==> src/rtl/srch_90k_enum.sv <==
// Enumerates every RE index of a 90 kHz search segment (or of the whole RE
// space) in ascending order over a valid/ready stream, tagging segment ends.
module srch_90k_enum #(
    parameter int RE_MAX = 255
) (
    input  logic       clk,
    input  logic       rst,
    input  logic       req_vld,
    output logic       req_rdy,
    input  logic [1:0] req_scs,
    input  logic [3:0] req_seg,
    input  logic       req_all,
    input  logic       abort,
    output logic       re_vld,
    input  logic       re_rdy,
    output logic [7:0] re_index,
    output logic [3:0] re_seg,
    output logic       re_seg_last,
    output logic       re_done,
    output logic       req_err
);
    typedef enum logic {IDLE, RUN} state_t;

    localparam logic [7:0] RE_MAX8 = 8'(RE_MAX);
    localparam logic [8:0] RE_MAX9 = 9'(RE_MAX);

    state_t     state_q, state_d;
    logic [4:0] gap_q, gap_d;
    logic [7:0] idx_q, idx_d;
    logic [3:0] seg_q, seg_d;
    logic [4:0] cnt_q, cnt_d;
    logic [7:0] end_q, end_d;
    logic       err_q, err_d;

    logic [4:0] gap_req;
    logic [8:0] seg9, start9, end9;
    logic       accept, bad, beat;

    // Segment start via shift-add: 18=16+2, 6=4+2, 3=2+1.
    always_comb begin
        seg9    = {5'd0, req_seg};
        gap_req = 5'd0;
        start9  = 9'd0;
        case (req_scs)
            2'd1: begin gap_req = 5'd18; start9 = (seg9 << 4) + (seg9 << 1); end
            2'd2: begin gap_req = 5'd6;  start9 = (seg9 << 2) + (seg9 << 1); end
            2'd3: begin gap_req = 5'd3;  start9 = (seg9 << 1) + seg9;        end
            default: ;
        endcase
        end9 = start9 + {4'd0, gap_req} - 9'd1;
    end

    assign accept = req_vld && req_rdy && !abort;
    assign bad    = (req_scs == 2'd0) || (!req_all && (start9 > RE_MAX9));
    assign beat   = (state_q == RUN) && re_rdy && !abort;

    always_ff @(posedge clk or posedge rst) begin
        if (rst) begin
            state_q <= IDLE;
            gap_q   <= 5'd0;
            idx_q   <= 8'd0;
            seg_q   <= 4'd0;
            cnt_q   <= 5'd0;
            end_q   <= 8'd0;
            err_q   <= 1'b0;
        end else begin
            state_q <= state_d;
            gap_q   <= gap_d;
            idx_q   <= idx_d;
            seg_q   <= seg_d;
            cnt_q   <= cnt_d;
            end_q   <= end_d;
            err_q   <= err_d;
        end
    end

    always_comb begin
        state_d = state_q;
        case (state_q)
            IDLE: if (accept && !bad) state_d = RUN;
            RUN: begin
                if (abort)                 state_d = IDLE;
                else if (re_rdy && re_done) state_d = IDLE;
            end
            default: state_d = IDLE;
        endcase
    end

    always_comb begin
        gap_d = gap_q;
        idx_d = idx_q;
        seg_d = seg_q;
        cnt_d = cnt_q;
        end_d = end_q;
        err_d = 1'b0;
        if (state_q == IDLE && accept) begin
            if (bad) begin
                err_d = 1'b1;
            end else begin
                gap_d = gap_req;
                cnt_d = 5'd0;
                if (req_all) begin
                    idx_d = 8'd0;
                    seg_d = 4'd0;
                    end_d = RE_MAX8;
                end else begin
                    idx_d = start9[7:0];
                    seg_d = req_seg;
                    end_d = (end9 > RE_MAX9) ? RE_MAX8 : end9[7:0];
                end
            end
        end else if (beat && !re_done) begin
            // Intra-segment counter replaces a divider for the segment tag.
            idx_d = idx_q + 8'd1;
            if (cnt_q == gap_q - 5'd1) begin
                cnt_d = 5'd0;
                seg_d = seg_q + 4'd1;
            end else begin
                cnt_d = cnt_q + 5'd1;
            end
        end
    end

    always_comb begin
        req_rdy     = (state_q == IDLE) && !rst;
        re_vld      = (state_q == RUN);
        re_index    = idx_q;
        re_seg      = seg_q;
        re_seg_last = re_vld && ((cnt_q == gap_q - 5'd1) || (idx_q == RE_MAX8));
        re_done     = re_vld && (idx_q == end_q);
        req_err     = err_q;
    end
endmodule

==> config.mk <==
export PLATFORM = sky130hd
export DESIGN_NAME = srch_90k_enum
export DESIGN_NICKNAME = d
export VERILOG_FILES = /design/src/rtl/srch_90k_enum.sv
export SDC_FILE = /design/constraint.sdc
export NUM_CORES = 1
export LEC_CHECK = 0
export CORE_AREA = 2 2 70 72
export DETAILED_ROUTE_END_ITERATION = 12
export DIE_AREA = 0 0 72 74
export GPL_ROUTABILITY_DRIVEN = 0
export HOLD_SLACK_MARGIN = 0.02
export PLACE_DENSITY = 0.81
export SETUP_SLACK_MARGIN = 0.02
export SLEW_MARGIN = 5
export SYNTH_ARGS = -nofsm -noshare
export SYNTH_HDL_FRONTEND = slang
export SYNTH_SLANG_ARGS = --single-unit
==> constraint.sdc <==
create_clock -name clk -period 6.58 [get_ports clk]
set_input_delay 1.316 -clock clk [delete_from_list [all_inputs] [get_ports clk]]
set_output_delay 1.316 -clock clk [all_outputs]
set_load 0.05 [all_outputs]
# Word level (Yosys, flattened, before mapping)
# Index checks and enable logic that the tools add are counted.
# Widths: inputs -> output; s select.
dict set report classes {
  addsub 9
  magnitude_cmp 2
  n_eq_ne 7
  mux 23
  n_bitwise 2
  reduce_logical 25
}
# operator n
set ops {}
lappend ops {{$mux 8} 6}
lappend ops {{$pmux 9 s3} 1}
lappend ops {{$mux 4} 5}
lappend ops {{$mux 5} 4}
lappend ops {{$gt 9x8->1 const B} 2}
lappend ops {{$pmux 5 s3} 1}
lappend ops {{$logic_and 1x1->1} 12}
lappend ops {{$add 8x5->9} 1}
lappend ops {{$add 9x5->9} 1}
lappend ops {{$sub 9x1->9 const B} 1}
lappend ops {{$add 8x1->8 const B} 1}
lappend ops {{$eq 8x8->1} 1}
lappend ops {{$eq 8x8->1 const B} 1}
lappend ops {{$add 6x5->7} 1}
lappend ops {{$add 5x4->6} 1}
lappend ops {{$add 5x1->5 const B} 1}
lappend ops {{$eq 5x5->1} 1}
lappend ops {{$logic_not 1->1} 5}
lappend ops {{$mux 1} 5}
lappend ops {{$sub 5x1->5 const B} 1}
lappend ops {{$add 4x1->4 const B} 1}
lappend ops {{$eq 2x2->1 const B} 2}
lappend ops {{$reduce_and 2->1} 2}
lappend ops {{$reduce_bool 2->1} 2}
lappend ops {{other kinds (7)} 9}
dict set report word_totals {
  register_bits 32
  output_inout_bits 17
}

# Depth between registers and ports, before layout
# Gate-level depths: netlist of the first run.
dict set report depth {
  ltp_word 9
  depth_mapped 14
  depth_no_buf 14
}

# Worst setup path after synthesis of the first run
# No wires, ideal clock.
dict set report synth_timing {
  path_type {input -> register}
  startpoint {input req_seg[0]}
  endpoint {register end_q[0]}
  setup_time_ns 0.082
  arrival_ns 4.142
  required_ns 6.498
  path_slack_ns 2.356
  cell_stages 13
  path_buffers 0
  path_cell_list {ha_1 -> fa_1 -> mux2_2 -> a21oi_1 -> ha_1 -> inv_1 -> ha_1 -> a21o_1 -> a21oi_1 -> o21bai_1 -> o22ai_1 -> mux2_1 -> a31oi_1}
}
dict set report synth_via {
  elab_chain_len 7
  elab_cells_between_ends 14
  classes_between {add/sub (5); order compare (2); mux (3); bitwise (1); reduce/logical (3)}
}
# element line_no
set synth_rtl {}
lappend synth_rtl {{start, declared} 11} ;# input logic [3:0] req_seg,
lappend synth_rtl {{$add 8x5->9, or another cell as far along} 45} ;# 2'd1: begin gap_req = 5'd18; start9 = (seg9 << 4) + (seg9 << 1); end
lappend synth_rtl {{$pmux 9 s3 (*)} 44} ;# case (req_scs)
lappend synth_rtl {{$add 9x5->9 / $gt 9x8->1 (equally long branches)} {50, 54}}
lappend synth_rtl {{$sub 9x1->9 / $logic_and 1x1->1 (equally long branches)} {50, 54}}
lappend synth_rtl {{$gt 9x8->1 / $logic_or 1x1->1 (equally long branches)} {109, 54}}
lappend synth_rtl {{$mux 8 / $not 1->1 (equally long branches)} --}
lappend synth_rtl {{$mux 8 / $reduce_and 2->1 (equally long branches)} --}
lappend synth_rtl {{end signal, assigned} 72} ;# end_q <= end_d;
lappend synth_rtl {{end, declared} 32} ;# logic [7:0] end_q, end_d;
# Every way passes the cells marked *; elsewhere a longest branch is shown, timed or not.
# A chain may end at the register's enable or synchronous reset.

# Worst setup path after layout of the first run
dict set report layout_timing {
  startpoint {input req_seg[2]}
  endpoint {register idx_q[5] (netlist: re_index[5])}
}
dict set report layout_via {
  elab_chain_len 7
  elab_cells_between_ends 12
  classes_between {add/sub (3); order compare (1); eq/ne (1); mux (4); reduce/logical (3)}
}
# element line_no
set layout_rtl {}
lappend layout_rtl {{$add 8x5->9, or another cell as far along} 45}
lappend layout_rtl {{$pmux 9 s3 (*)} 44}
lappend layout_rtl {{$gt 9x8->1} 54} ;# assign bad = (req_scs == 2'd0) || (!req_all && (start9 > RE_MAX9));
lappend layout_rtl {{$logic_and 1x1->1} 54}
lappend layout_rtl {{$logic_or 1x1->1} 54}
lappend layout_rtl {{$ne 2x2->1 (no source line)} --}
lappend layout_rtl {{$reduce_and 2->1 (no source line)} --}
lappend layout_rtl {{end signal, assigned} 69} ;# idx_q <= idx_d;
lappend layout_rtl {{end, declared} 29} ;# logic [7:0] idx_q, idx_d;
# Every way passes the cells marked *; elsewhere a longest branch is shown, timed or not. The select of a mux whose other input is x is not followed.

==> results of run 1 <==
-- sequential cells by signal, summed over array words and instances (netlist names) --
signal,flops
re_seg,4
gap_q,4
cnt_q,5
re_vld,1
req_err,1
end_q,8
re_index,8
-- cell usage after synthesis, drive strengths merged (7+ instances only) --
cell type / instances / share of area, %
dfrtp: 31 / 30
inv: 30 / 4.3
ha: 24 / 11
xnor2: 21 / 7.0
nor2: 16 / 2.8
nor3: 15 / 2.9
o21ai: 15 / 2.9
nand2: 14 / 2.0
a31oi: 13 / 3.1
nand3: 12 / 2.3
a21oi: 9 / 1.7
and3: 7 / 1.7
clkbuf: 7 / 1.0
-- worst reg2reg max path, delay by kind of cell (launching register included) --
family,cells,cell delay (ns)
AO/OA/AOI/OAI,2,0.57
flip-flops,1,0.47
AND/OR/NAND/NOR,4,1.78
-- power breakdown --
part           leakage, nW  internal, mW  switching (mW)
registers            0.360         0.235          0.0551
clock network       0.0612         0.122          0.0716
logic                0.870         0.160           0.225
total                 1.29         0.518           0.352
-- final cells by class --
cell class	count	area, µm²
well taps	54	67.6
fillers	397	1540
multi-input cells	229	1680
repair buffers	31	303
clock inverters	2	35.0
clock buffers	6	82.6
flip-flops and latches	31	776
inverters	30	113
-- worst max path at each step --
stage                from           to  slack [ns]  depth (start not counted)
2_1_floorplan  req_seg[0]     end_q[0]        2.36                         13
3_3_place_gp   req_seg[1]     end_q[2]        1.42                         14
3_5_place_dp   req_seg[2]  re_index[5]        1.35                         14
4_1_cts        req_seg[2]  re_index[5]        1.65                         14
5_1_grt        req_seg[2]  re_index[5]        1.32                         14
6_report       req_seg[2]  re_index[5]        1.61                         14
-- through the flow --
step / cells / setup slack (ns) / util [%] / power, mW
6_report: 383 / 1.61 / 66.4 / 0.870
3_5_place_dp: 375 / 1.35 / 63.9 / 0.676
3_3_place_gp: 375 / 1.42 / 63.9 / 0.666
2_1_floorplan: 303 / 2.36 / - / 0.558
4_1_cts: 383 / 1.65 / 66.4 / 0.872
5_1_grt: 383 / 1.32 / 66.4 / 0.920
-- routing by layer --
metal | track usage, % | routed length (µm) | vias up | part of all wire (%)
met3 | 3.93 | 351 | 17 | 5.2
met4 | 9.43 | 159 | 0 | 2.3
li1 | - | - | 1155 | -
met2 | 47.4 | 3310 | 99 | 49
met5 | 0 | 0 | - | 0
met1 | 35.2 | 2970 | 1205 | 44
-- kinds of logic after synthesis --
kind of cell	after synthesis	synth area share, %
adder cells (fa/ha/maj)	26	13.0
XOR/XNOR	24	8.01
AND/OR/NAND/NOR	96	20.0
multiplexers	6	2.53
flip-flops	31	29.6
AO/OA/AOI/OAI	77	20.5
buffers and inverters	43	6.44
==> flow_summary.json, run 1 <==
{
  "route.final.wire_length_mm": 6.79,
  "num_rows": 25,
  "max-vdd-ir-drop_v": 0.000135,
  "final.min_clock_period_ns": 4.97,
  "outcome": "finished, final reports clean",
  "setup_repair_after_global_routing_missed_its_margin": "no",
  "crit_buf_inv": 4,
  "count_of_cells_along_the_worst_hold_path": 1,
  "worstPathRequired_ns": 6.75,
  "tritoncts_clock_tree": "yes",
  "area_delta_synth_final_pct": 16.5,
  "cpLargestDelayFamily": "simple AND/OR/NAND/NOR gates",
  "grt_pass1_wl_mm": 11.2,
  "number_of_nets_in_the_synthesized_netlist": 341,
  "die_h_um": 74,
  "timing.setup.critical_path_class": "input port to flip-flop",
  "worst-endpoint-arrival_ns": 5.14,
  "worst_hold_path.endpoint": "gap_q[1]",
  "crit_path_cell_trace": "clkdlybuf4s50_1, inv_1, ha_1, and3b_1, nor4b_1, nor3_1, inv_1, ha_1, nand4_1, o31ai_1, and3_1, o21ai_1, buf_4, o32a_1",
  "drcViolationCount": 0,
  "most-common-layout-cells": "31 x sky130_fd_sc_hd__dfrtp_1, 30 x sky130_fd_sc_hd__inv_1, 28 x sky130_fd_sc_hd__clkdlybuf4s50_1",
  "fin_tns_setup_ns": 0,
  "initial_core_util_pct": 57.1,
  "power.density_nw_per_um2": 285,
  "numClockSinks": 31,
  "worst_setup_path_end_kind": "flip-flop",
  "worst_r2r_path_depth": 6,
  "synth.yosys.seq_area_share_pct": 29.6,
  "all_layer_gr_usage_pct": 27.3,
  "nets": 366,
  "synthCells": 303,
  "clock_latency_ns": 0.28,
  "r2r-start": "re_vld",
  "grt_max_degree": 26,
  "rrSetupSlack_ns": 3.66,
  "worstHoldStart": "gap_q[1]",
  "slew_headroom_pct": 57.4,
  "detailedRoute.firstIterationViolations": 232,
  "crit-reg2reg-capture": "re_seg[2]",
  "netlist_area_um2": 2620,
  "dr_total_vias": 2476,
  "layout-drive-gt1-share_pct": 7.29,
  "final_common_cell": "sky130_fd_sc_hd__dfrtp_1",
  "finish.instance_area_um2": 3060,
  "avgViaCountPerCell": 6.46,
  "postCtsSetupRepairBufs": 0,
  "grt_pass1_vias": 2307,
  "setup_violations": 0,
  "drt-wirelength-per-cell_um": 17.7,
  "post_dp_cell_area_um2": 2940,
  "tightest_slew_ns": 0.635,
  "final_layout_worst_hold_slack_ns": 0.512,
  "timing.critical_path.slowest_stage_cell": "sky130_fd_sc_hd__clkdlybuf4s50_1",
  "cts_root_buffer": "sky130_fd_sc_hd__clkbuf_8",
  "drv_cap": 0,
  "fp.coreArea_um2": 4600,
  "hpwlAfterDp_mm": 5.15,
  "static-leakage-power_nw": 1.29,
  "top_level_ports": 29,
  "postSynth.asyncResetShare_pct": 100,
  "antenna_violations_before_repair": 0,
  "io_buffer_count": 28,
  "clock_path_buffers": 2,
  "ys_warn_count": 0,
  "final-hold-violation-count": 0,
  "drt_first_pass_iters": 6,
  "synth_ff_type": "sky130_fd_sc_hd__dfrtp_1",
  "clock_skew_ns": 0.00666,
  "launching_element_type_of_the_critical_path": "input port",
  "antenna_violating_nets_post_route": 0,
  "hp-class": "flip-flop to flip-flop",
  "postCtsResizedCells": 0,
  "cts_buffers": 5,
  "die_w_um": 72,
  "cts-htree-levels": 2,
  "finalMaxSlewViolations": 0,
  "die_outline_area_um2": 5330,
  "postCtsHoldBufs": 0,
  "synth_area_per_cell_um2": 8.66,
  "cp_max_fo": 14,
  "netlist-cell-type-count": 55,
  "critical_path.max_stage_delay_ns": 0.64,
  "fin_crit_sh_pct": 75.6,
  "globalRoute.totalOverflow": 0,
  "clk_pin_slew_ns": 0.06,
  "num_antenna_cells": 0,
  "max_clock_freq_mhz": 201,
  "seq_cells_post_synth": 31,
  "synth_edf_count": 0
}
(Power assumes the default switching activity.)
==> inputs of run 2 (changes only) <==
CORE_AREA = 2 2 71 73   (was 2 2 70 72)
DIE_AREA = 0 0 73 75   (was 0 0 72 74)
PLACE_DENSITY = 0.79   (was 0.81)
clock period = 5.08 ns   (was 6.58 ns; I/O delays follow)
==> flow_summary.json, run 2 (synthesized netlist as in run 1, its figures left out) <==
{
  "outcome": "finished, final reports clean",
  "drt-wirelength-per-cell_um": 17.1,
  "max-vdd-ir-drop_v": 0.000183,
  "slew_headroom_pct": 58.3,
  "crit_path_frequent_cell": "sky130_fd_sc_hd__ha_1",
  "drt_first_pass_iters": 5,
  "postCtsHoldBufs": 0,
  "timing.setup.critical_path_class": "input port to flip-flop",
  "filler_cell_count": 392,
  "r2r-start": "re_vld",
  "detailedRoute.firstIterationViolations": 180,
  "globalRoute.totalOverflow": 0,
  "rrSetupSlack_ns": 2.15,
  "tritoncts_clock_tree": "yes",
  "timing.critical_path.slowest_stage_cell": "sky130_fd_sc_hd__clkdlybuf4s50_1",
  "cts_buffers": 5,
  "hp-class": "flip-flop to flip-flop",
  "final_layout_worst_hold_slack_ns": 0.530,
  "crit_path_cell_trace": "clkdlybuf4s50_1, ha_1, fa_1, mux2_2, a21oi_1, ha_1, inv_1, ha_1, a21o_1, a21oi_1, o21bai_1, o22ai_1, mux2_1, a31oi_1",
  "clk_pin_slew_ns": 0.07,
  "die_outline_area_um2": 5480,
  "critical_path.max_stage_delay_ns": 0.65,
  "drv_cap": 0,
  "final.min_clock_period_ns": 4.67,
  "max_clock_freq_mhz": 214,
  "route.final.wire_length_mm": 6.63,
  "tightest_slew_ns": 0.620,
  "num_antenna_cells": 0,
  "final_common_cell": "sky130_fd_sc_hd__dfrtp_1",
  "power.density_nw_per_um2": 364,
  "finalPower_mw": 1.13,
  "worst_setup_path_end_kind": "flip-flop",
  "cp_max_fo": 8,
  "crit-reg2reg-capture": "re_seg[2]",
  "num_rows": 25,
  "final-hold-violation-count": 0,
  "die_h_um": 75,
  "grt_max_degree": 22,
  "area_delta_synth_final_pct": 17.9,
  "most-common-layout-cells": "31 x sky130_fd_sc_hd__dfrtp_1, 30 x sky130_fd_sc_hd__inv_1, 28 x sky130_fd_sc_hd__clkdlybuf4s50_1",
  "antenna_violating_nets_post_route": 0,
  "layout-drive-gt1-share_pct": 8.68,
  "clock_skew_ns": 0.00332,
  "all_layer_gr_usage_pct": 26.5,
  "worst_r2r_path_depth": 6,
  "clock_latency_ns": 0.28,
  "nets": 371,
  "fin_crit_sh_pct": 91.9,
  "static-leakage-power_nw": 1.32,
  "clock_path_buffers": 2,
  "io_buffer_count": 28,
  "hpwlAfterDp_mm": 5.20,
  "drcViolationCount": 0,
  "worstPathRequired_ns": 5.29,
  "initial_core_util_pct": 56.3,
  "cts-htree-levels": 2,
  "top_level_ports": 29,
  "fp.coreArea_um2": 4660,
  "setup_repair_after_global_routing_missed_its_margin": "no",
  "setup_violations": 0,
  "launching_element_type_of_the_critical_path": "input port",
  "antenna_violations_before_repair": 0,
  "postCtsResizedCells": 0,
  "avgViaCountPerCell": 6.31,
  "startpoint": "req_seg[1]",
  "dr_total_vias": 2449,
  "die_w_um": 73,
  "cts_root_buffer": "sky130_fd_sc_hd__clkbuf_8",
  "finalMaxSlewViolations": 0,
  "grt_pass1_wl_mm": 11.2,
  "postCtsSetupRepairBufs": 0,
  "fin_tns_setup_ns": 0,
  "numClockSinks": 31,
  "worst-endpoint-arrival_ns": 4.87,
  "grt_pass1_vias": 2326,
  "last_element_of_the_critical_path": "end_q[3]"
}
==> run 2: area by class of cell <==
type | count | area (µm²) | area share [%]
Tap cell | 54 | 67.6 | 2.18
Clock inverter | 2 | 35.0 | 1.13
Sequential cell | 31 | 776 | 25.1
Inverter | 30 | 113 | 3.64
Multi-Input combinational cell | 229 | 1680 | 54.3
Timing Repair Buffer | 36 | 340 | 11.0
Clock buffer | 6 | 82.6 | 2.67
==> run 2: routing by layer <==
layer | vias to the layer above | global-route usage, % | part of all wire, %
li1 | 1166 | - | -
met1 | 1170 | 34.7 | 44
met2 | 100 | 44.9 | 49
met3 | 13 | 4.55 | 5.1
met4 | 0 | 8.44 | 1.7
met5 | - | 0 | 0
==> run 2: worst min-delay path by stage <==
stage | start | to | depth (start not counted)
after detailed placement | gap_q[1] | gap_q[1] | 1
after global routing | gap_q[1] | gap_q[1] | 1
after floorplan | gap_q[1] | gap_q[1] | 1
final | gap_q[1] | gap_q[1] | 1
after CTS | gap_q[1] | gap_q[1] | 1
after global placement | gap_q[1] | gap_q[1] | 1
==> run 2: power breakdown <==
group	total (mW)	switching, mW	leakage [nW]	internal [mW]
combinational	0.499	0.289	0.895	0.210
clock	0.253	0.0941	0.0612	0.159
sequential	0.376	0.0715	0.360	0.304
==> run 2: critical path, delay by kind of cell <==
kind	cells	cell delay, ns
AO/OA/AOI/OAI	6	1.12
adder cells (fa/ha/maj)	4	1.22
buffers and inverters	2	0.75
multiplexers	2	0.76
==> run 2: per-stage QoR <==
stage | instance area, µm² | utilization [%] | setup slack, ns | std cells
after floorplan | 2620 | - | 1.16 | 303
after global placement | 2980 | 63.8 | 0.214 | 380
after detailed placement | 2980 | 63.8 | 0.158 | 380
after CTS | 3090 | 66.4 | 0.448 | 388
after global routing | 3090 | 66.4 | 0.159 | 388
final | 3090 | 66.4 | 0.412 | 388
